File: config.mk
export PLATFORM = sky130hd
export DESIGN_NAME = mm_result_packer
export DESIGN_NICKNAME = d
export VERILOG_FILES = /design/src/rtl/mm_pkg.sv /design/src/rtl/mm_row_fifo.sv /design/src/rtl/mm_result_packer.sv
export SDC_FILE = /design/constraint.sdc
export NUM_CORES = 2
export LEC_CHECK = 0
export CORE_ASPECT_RATIO = 0.7
export CORE_UTILIZATION = 60
export CTS_CLUSTER_DIAMETER = 40
export DETAILED_ROUTE_END_ITERATION = 7
export PLACE_DENSITY = 0.9
export RECOVER_POWER = 100
export SLEW_MARGIN = 25
export SYNTH_ARGS = -nofsm -noshare
export SYNTH_HDL_FRONTEND = slang
export SYNTH_SLANG_ARGS = --single-unit
File: constraint.sdc
create_clock -name clk -period 10.2 [get_ports clk]
set_clock_uncertainty 0.2 [all_clocks]
set_input_delay 1.53 -clock clk [delete_from_list [all_inputs] [get_ports clk]]
set_output_delay 1.53 -clock clk [all_outputs]
set_load 0.005 [all_outputs]
File: src/rtl/mm_pkg.sv
// Shared constants and types for the mm datapath: scalar width, lanes per row,
// and the scalar / packed-row types.
package mm_pkg;

    localparam int MM_DW  = 32;
    localparam int MM_NUM = 16;

    typedef logic [MM_DW-1:0] mm_scalar_t;
    typedef logic [MM_NUM-1:0][MM_DW-1:0] mm_row_t;

endpackage

File: src/rtl/mm_row_fifo.sv
// DEPTH-entry synchronous row FIFO with wrap-bit pointers; a push into a full
// FIFO is accepted only when a pop frees the head slot in the same cycle.
module mm_row_fifo #(
    parameter int WIDTH = 512,
    parameter int DEPTH = 2
) (
    input  logic                       clk,
    input  logic                       rst_n,
    input  logic                       push,
    input  logic [WIDTH-1:0]           wdata,
    input  logic                       pop,
    output logic [WIDTH-1:0]           rdata,
    output logic                       empty,
    output logic [$clog2(DEPTH+1)-1:0] count
);

    localparam int AW = $clog2(DEPTH);

    logic [AW:0]      wr_ptr_q, wr_ptr_d;
    logic [AW:0]      rd_ptr_q, rd_ptr_d;
    logic [WIDTH-1:0] mem_q [DEPTH];
    logic [WIDTH-1:0] mem_d [DEPTH];
    logic             full;
    logic             pop_ok;
    logic             push_ok;

    assign empty   = (wr_ptr_q == rd_ptr_q);
    assign full    = (wr_ptr_q[AW] != rd_ptr_q[AW]) &&
                     (wr_ptr_q[AW-1:0] == rd_ptr_q[AW-1:0]);
    assign pop_ok  = pop && !empty;
    assign push_ok = push && (!full || pop_ok);
    assign count   = wr_ptr_q - rd_ptr_q;
    assign rdata   = mem_q[rd_ptr_q[AW-1:0]];

    always_comb begin
        mem_d    = mem_q;
        wr_ptr_d = wr_ptr_q;
        rd_ptr_d = rd_ptr_q;
        if (push_ok) begin
            mem_d[wr_ptr_q[AW-1:0]] = wdata;
            wr_ptr_d                = wr_ptr_q + 1'b1;
        end
        if (pop_ok) begin
            rd_ptr_d = rd_ptr_q + 1'b1;
        end
    end

    // Storage is cleared on reset so the head reads zero while empty.
    always_ff @(posedge clk or negedge rst_n) begin
        if (!rst_n) begin
            wr_ptr_q <= '0;
            rd_ptr_q <= '0;
            for (int unsigned i = 0; i < DEPTH; i++) begin
                mem_q[i] <= '0;
            end
        end else begin
            wr_ptr_q <= wr_ptr_d;
            rd_ptr_q <= rd_ptr_d;
            mem_q    <= mem_d;
        end
    end

endmodule

File: src/rtl/mm_result_packer.sv
// Packs NUM consecutive dot-product scalars into one row and queues rows for a
// ready/valid consumer. Define MM_PACKER_OVF_EN to add the sticky overflow port.
import mm_pkg::*;

module mm_result_packer #(
    parameter int NUM   = MM_NUM,
    parameter int DW    = MM_DW,
    parameter int DEPTH = 2
) (
    input  logic                       clk,
    input  logic                       rst_n,
    input  logic [DW-1:0]              res_data,
    input  logic                       res_valid,
    input  logic                       flush,
    output logic [DW*NUM-1:0]          row_data,
    output logic                       row_valid,
    input  logic                       row_ready,
    output logic [$clog2(DEPTH+1)-1:0] rows_free
`ifdef MM_PACKER_OVF_EN
    ,
    output logic                       overflow
`endif
);

    localparam int LW = (NUM > 1) ? $clog2(NUM) : 1;
    localparam int CW = $clog2(DEPTH+1);

    logic [NUM-1:0][DW-1:0] asm_q, asm_d, asm_next;
    logic [LW-1:0]          lane_cnt_q, lane_cnt_d;
    logic                   row_done;
    logic                   pop;
    logic                   fifo_empty;
    logic [CW-1:0]          fifo_count;

    // The incoming scalar lands first, so a coincident flush or final lane
    // pushes a row that already contains it.
    always_comb begin
        asm_next = asm_q;
        if (res_valid) begin
            asm_next[lane_cnt_q] = res_data;
        end
        row_done = (res_valid && (lane_cnt_q == LW'(NUM-1))) ||
                   (flush && ((lane_cnt_q != '0) || res_valid));
        if (row_done) begin
            asm_d      = '0;
            lane_cnt_d = '0;
        end else begin
            asm_d      = asm_next;
            lane_cnt_d = lane_cnt_q + LW'(res_valid);
        end
    end

    always_ff @(posedge clk or negedge rst_n) begin
        if (!rst_n) begin
            asm_q      <= '0;
            lane_cnt_q <= '0;
        end else begin
            asm_q      <= asm_d;
            lane_cnt_q <= lane_cnt_d;
        end
    end

    assign row_valid = !fifo_empty;
    assign pop       = row_valid && row_ready;
    assign rows_free = CW'(DEPTH) - fifo_count;

    mm_row_fifo #(
        .WIDTH (DW*NUM),
        .DEPTH (DEPTH)
    ) u_fifo (
        .clk   (clk),
        .rst_n (rst_n),
        .push  (row_done),
        .wdata (asm_next),
        .pop   (pop),
        .rdata (row_data),
        .empty (fifo_empty),
        .count (fifo_count)
    );

`ifdef MM_PACKER_OVF_EN
    logic overflow_q, overflow_d;
    logic drop;

    assign drop = row_done && (fifo_count == CW'(DEPTH)) && !pop;

    always_comb begin
        overflow_d = overflow_q | drop;
    end

    always_ff @(posedge clk or negedge rst_n) begin
        if (!rst_n) begin
            overflow_q <= 1'b0;
        end else begin
            overflow_q <= overflow_d;
        end
    end

    assign overflow = overflow_q;
`endif

endmodule

==> implementation parameters <==
Parameter                              Value

Run status
  Outcome    finished with violations
  Failing checks    max-capacitance violations, max-slew violations

Finish
  Fin nets    about 5000
  Fraction of layout instances using a drive strength above 1    a little over a fifth
  Area of all placed cells without fillers    roughly 80000 sq um
  Most common cell after layout, fill and taps aside    sky130_fd_sc_hd__dfrtp_1
  Area added between synthesis and finish    13.4%
  Number of fillers in the final layout    around 7600
  Commonest cells after routing, fill and taps aside    sky130_fd_sc_hd__dfrtp_1 (1544), sky130_fd_sc_hd__mux2_2 (788), sky130_fd_sc_hd__mux2_1 (740)

GRT
  Vias in the first global route    between 40000 and 50000
  Remaining global-route overflow    0
  Maximum number of pins on one net before global-route repair    between 150 and 200
  All-Layer GR Usage    32.6%
  Initial antenna violation count    7
  Global-route wire length before repair    about 280000 microns

Detailed routing
  Total via count in the routed design    41600
  1st-iter DRT viols    ~3400
  Per-cell routed wire length    approximately 28 microns
  Total Wirelength    roughly 190000 microns
  Remaining DRCs    0
  Antenna violation net count after detailed routing    0
  Drt pass-1 iters    7
  Vias/cell    roughly 6.2

Place
  Place WS    a little under 4000 ps
  Final HPWL DP    roughly 110000 microns
  # port buffers    between 500 and 600
  Area of placed instances    74400 sq um
  Routability-driven placement congestion ratio    around 0.81

CTS
  H-tree level count    4
  Clock tree from TritonCTS    done
  Total of cells resized after clock tree synthesis    0
  Count of hold buffers inserted by post-cts repair    0
  Clk slew on worst S/H paths    roughly 70 ps
  Cts bufs inserted    153
  Post-CTS Setup Bufs    0
  Cell at the root of the clock tree    sky130_fd_sc_hd__clkbuf_16
  Clock latency on the worst-skew pair    ~760 ps
  Largest buffer count on any clock path    3
  Number of sinks handled by clock tree synthesis    between 1500 and 2000

Synthesis
  Summed instance area of the synthesized netlist    between 60000 and 70000 sq um
  Area share of the leading cell type in the synthesized netlist    a little under three fifths
  Syn_nets    roughly 4700
  Largest cells by area after synthesis    sky130_fd_sc_hd__dfrtp_1 (56%), sky130_fd_sc_hd__mux2_2 (17%), sky130_fd_sc_hd__mux2_4 (11%)
  Cell count after synthesis    ~4600
  Share of the yosys chip area belonging to registers    a little under three fifths
  Cell taking the most area after synthesis    sky130_fd_sc_hd__dfrtp_1
  Post-Synthesis Mean Instance Area    14.8 sq um
  Warnings, synthesis    0
  Number of register bits inferred by synthesis    about 1500
  Distinct cell type count after synthesis    27

Pwr
  Combinational power share    a little over a quarter
  PwrDens    224 nW/um^2
  Static leakage    about 39 nW
  Post-route total power    roughly 17 mW
  Net switching power of the design    approximately 5.5 mW
  Highest ir drop seen on vdd    0.281 mV
  Flop pwr share    about two fifths
  Portion of total power attributed to the clock network    33.1%
  Internal Dissipation    11.9 mW
  Sw Share    between 30% and 40%

Timing
  RSZ-0062 raised after global routing    no
  Setup violations, final    0
  Crit share post-route    77.2%
  Worst rel slew slack    -196%
  Shortest period the worst path allows    just under 8000 ps
  Final number of max-transition violations    641
  Hold slack    roughly 280 ps
  Sum of negative setup slack    0 ps
  Actual slew at the worst max-slew pin    between 4000 and 5000 ps
  Final hold vios    0
  Worst setup slack after layout    between 2000 and 2500 ps
  FMAX    between 100 and 150 MHz

Die
  Std-Cell Core Area    113000 sq um
  Area of the die    approximately 120000 sq um
  Top-level I/O count    552
  Initial cell density of the core    between 60 and 70%
  Chip height    ~280 microns
  Die Width    between 400 and 500 microns
  Site row count    roughly 100

Worst setup path
  WP data required    8470 ps
  Crit path largest cell delay    around 1800 ps
  CP startpoint kind    register
  Category of the most critical setup path    reg -> out
  CP Capture Type    output port
  R2R Path Start    lane_cnt_q[2]
  Maximum fanout encountered on the critical timing path    45
  Sequence of cells on the critical path    buf_4, clkbuf_1, mux2_2, dlygate4sd3_1
  Data arrival, critical path    6140 ps
  Source of the critical timing path    u_fifo.rd_ptr_q[0]
  Slowest cell on the critical path    sky130_fd_sc_hd__dfrtp_1

Hold path
  Worst min-delay path class    reg -> reg
  Min-delay src    u_fifo.mem_q[778]

Run
  Number of max-cap violations    13
[state kept, by name, summed over array words and instances, names as in the netlist]
register         flops
asm_q              512
lane_cnt_q           4
u_fifo.mem_q      1024
u_fifo.rd_ptr_q      2
u_fifo.wr_ptr_q      2
[metal layers]
metal | wire length [microns] | global-route usage, % | part of all wire, % | vias up
met2 | 88000 | 50.4 | 47 | 1680
met5 | 13 | 0 | 0.0069 | -
met1 | 76800 | 43.6 | 41 | 22200
met4 | 8230 | 14.2 | 4.4 | 2
met3 | 14900 | 8.64 | 7.9 | 422
li1 | - | - | - | 17400
[path summary, 6_finish.rpt]
check | cells past startpoint | end | slack [ps]
worst min-delay path | 1 | u_fifo.mem_q[778] | 280
max in group asynchronous | 3 | u_fifo.mem_q[649] | 4480
min in group asynchronous | 1 | u_fifo.mem_q[46] | 2080
worst min register to register | 1 | u_fifo.mem_q[778] | 280
worst max register to register | 5 | u_fifo.mem_q[354] | 3530
worst max-delay path | 4 | row_data[374] | 2330
[power groups by stage]
| stage | logic, mW | registers, mW | clock network (mW) |
|---|---|---|---|
| finish | 4.67 | 6.99 | 5.78 |
| CTS | 5.14 | 6.99 | 5.83 |
| global placement | 5.03 | 7.05 | 0 |
| global route | 4.90 | 7.04 | 6.09 |
| detailed placement | 5.10 | 7.08 | 0 |
| floorplan | 3.80 | 6.95 | 0 |
[critical path, delay by kind of cell (launching register included)]
| family | cells | cell delay [ps] |
|---|---|---|
| buf+inv | 3 | 3040 |
| mux | 1 | 470 |
| flops | 1 | 1800 |
[layout make-up]
cell class	count	area, sq um	share of cell area [%]
antenna	10	25.0	0.0322
timing repair buffer	606	6080	7.83
clock buffer	205	4400	5.66
tap	1522	1900	2.45
sequential	1544	38600	49.7
clock inverter	64	734	0.945
multi-input combinational	2743	25900	33.4
inverter	3	11.3	0.0145
[cells in the mapped netlist (all sizes together)]
master and number:
a41oi 1, and2 1, and3 1, and3b 3, buf 145, clkbuf 206, dfrtp 1544, ha 3
inv 3, mux2 1536, nand2 148, nand3 4, nand3b 2, nor2 4, nor2b 516, nor3b 1
o21ai 1, o2bb2ai 512, o41ai 1, or3 1, xnor2 6, xor2 2
[kinds of logic (layout without fill, tap and decap cells)]
group                    count (synthesis)  in the layout  synth area share (%)
flip-flops                            1544           1544                  56.4
multiplexers                          1536           1536                  27.9
AND/OR/NAND/NOR                        681            681                  5.67
AO/OA/AOI/OAI                          515            515                  6.59
buffers and inverters                  354            878                  3.34
XOR/XNOR                                 8              8                 0.102
adder cells (fa/ha/maj)                  3              3                0.0548
other                                    0             10                     0
[stage by stage]
stage | util (%) | std cells
global route | 68.8 | 6688
floorplan | - | 4641
detailed placement | 65.8 | 6417
global placement | 65.8 | 6417
finish | 68.8 | 6697
CTS | 70.4 | 6686
No activity file was read; power rests on OpenSTA's default activity.
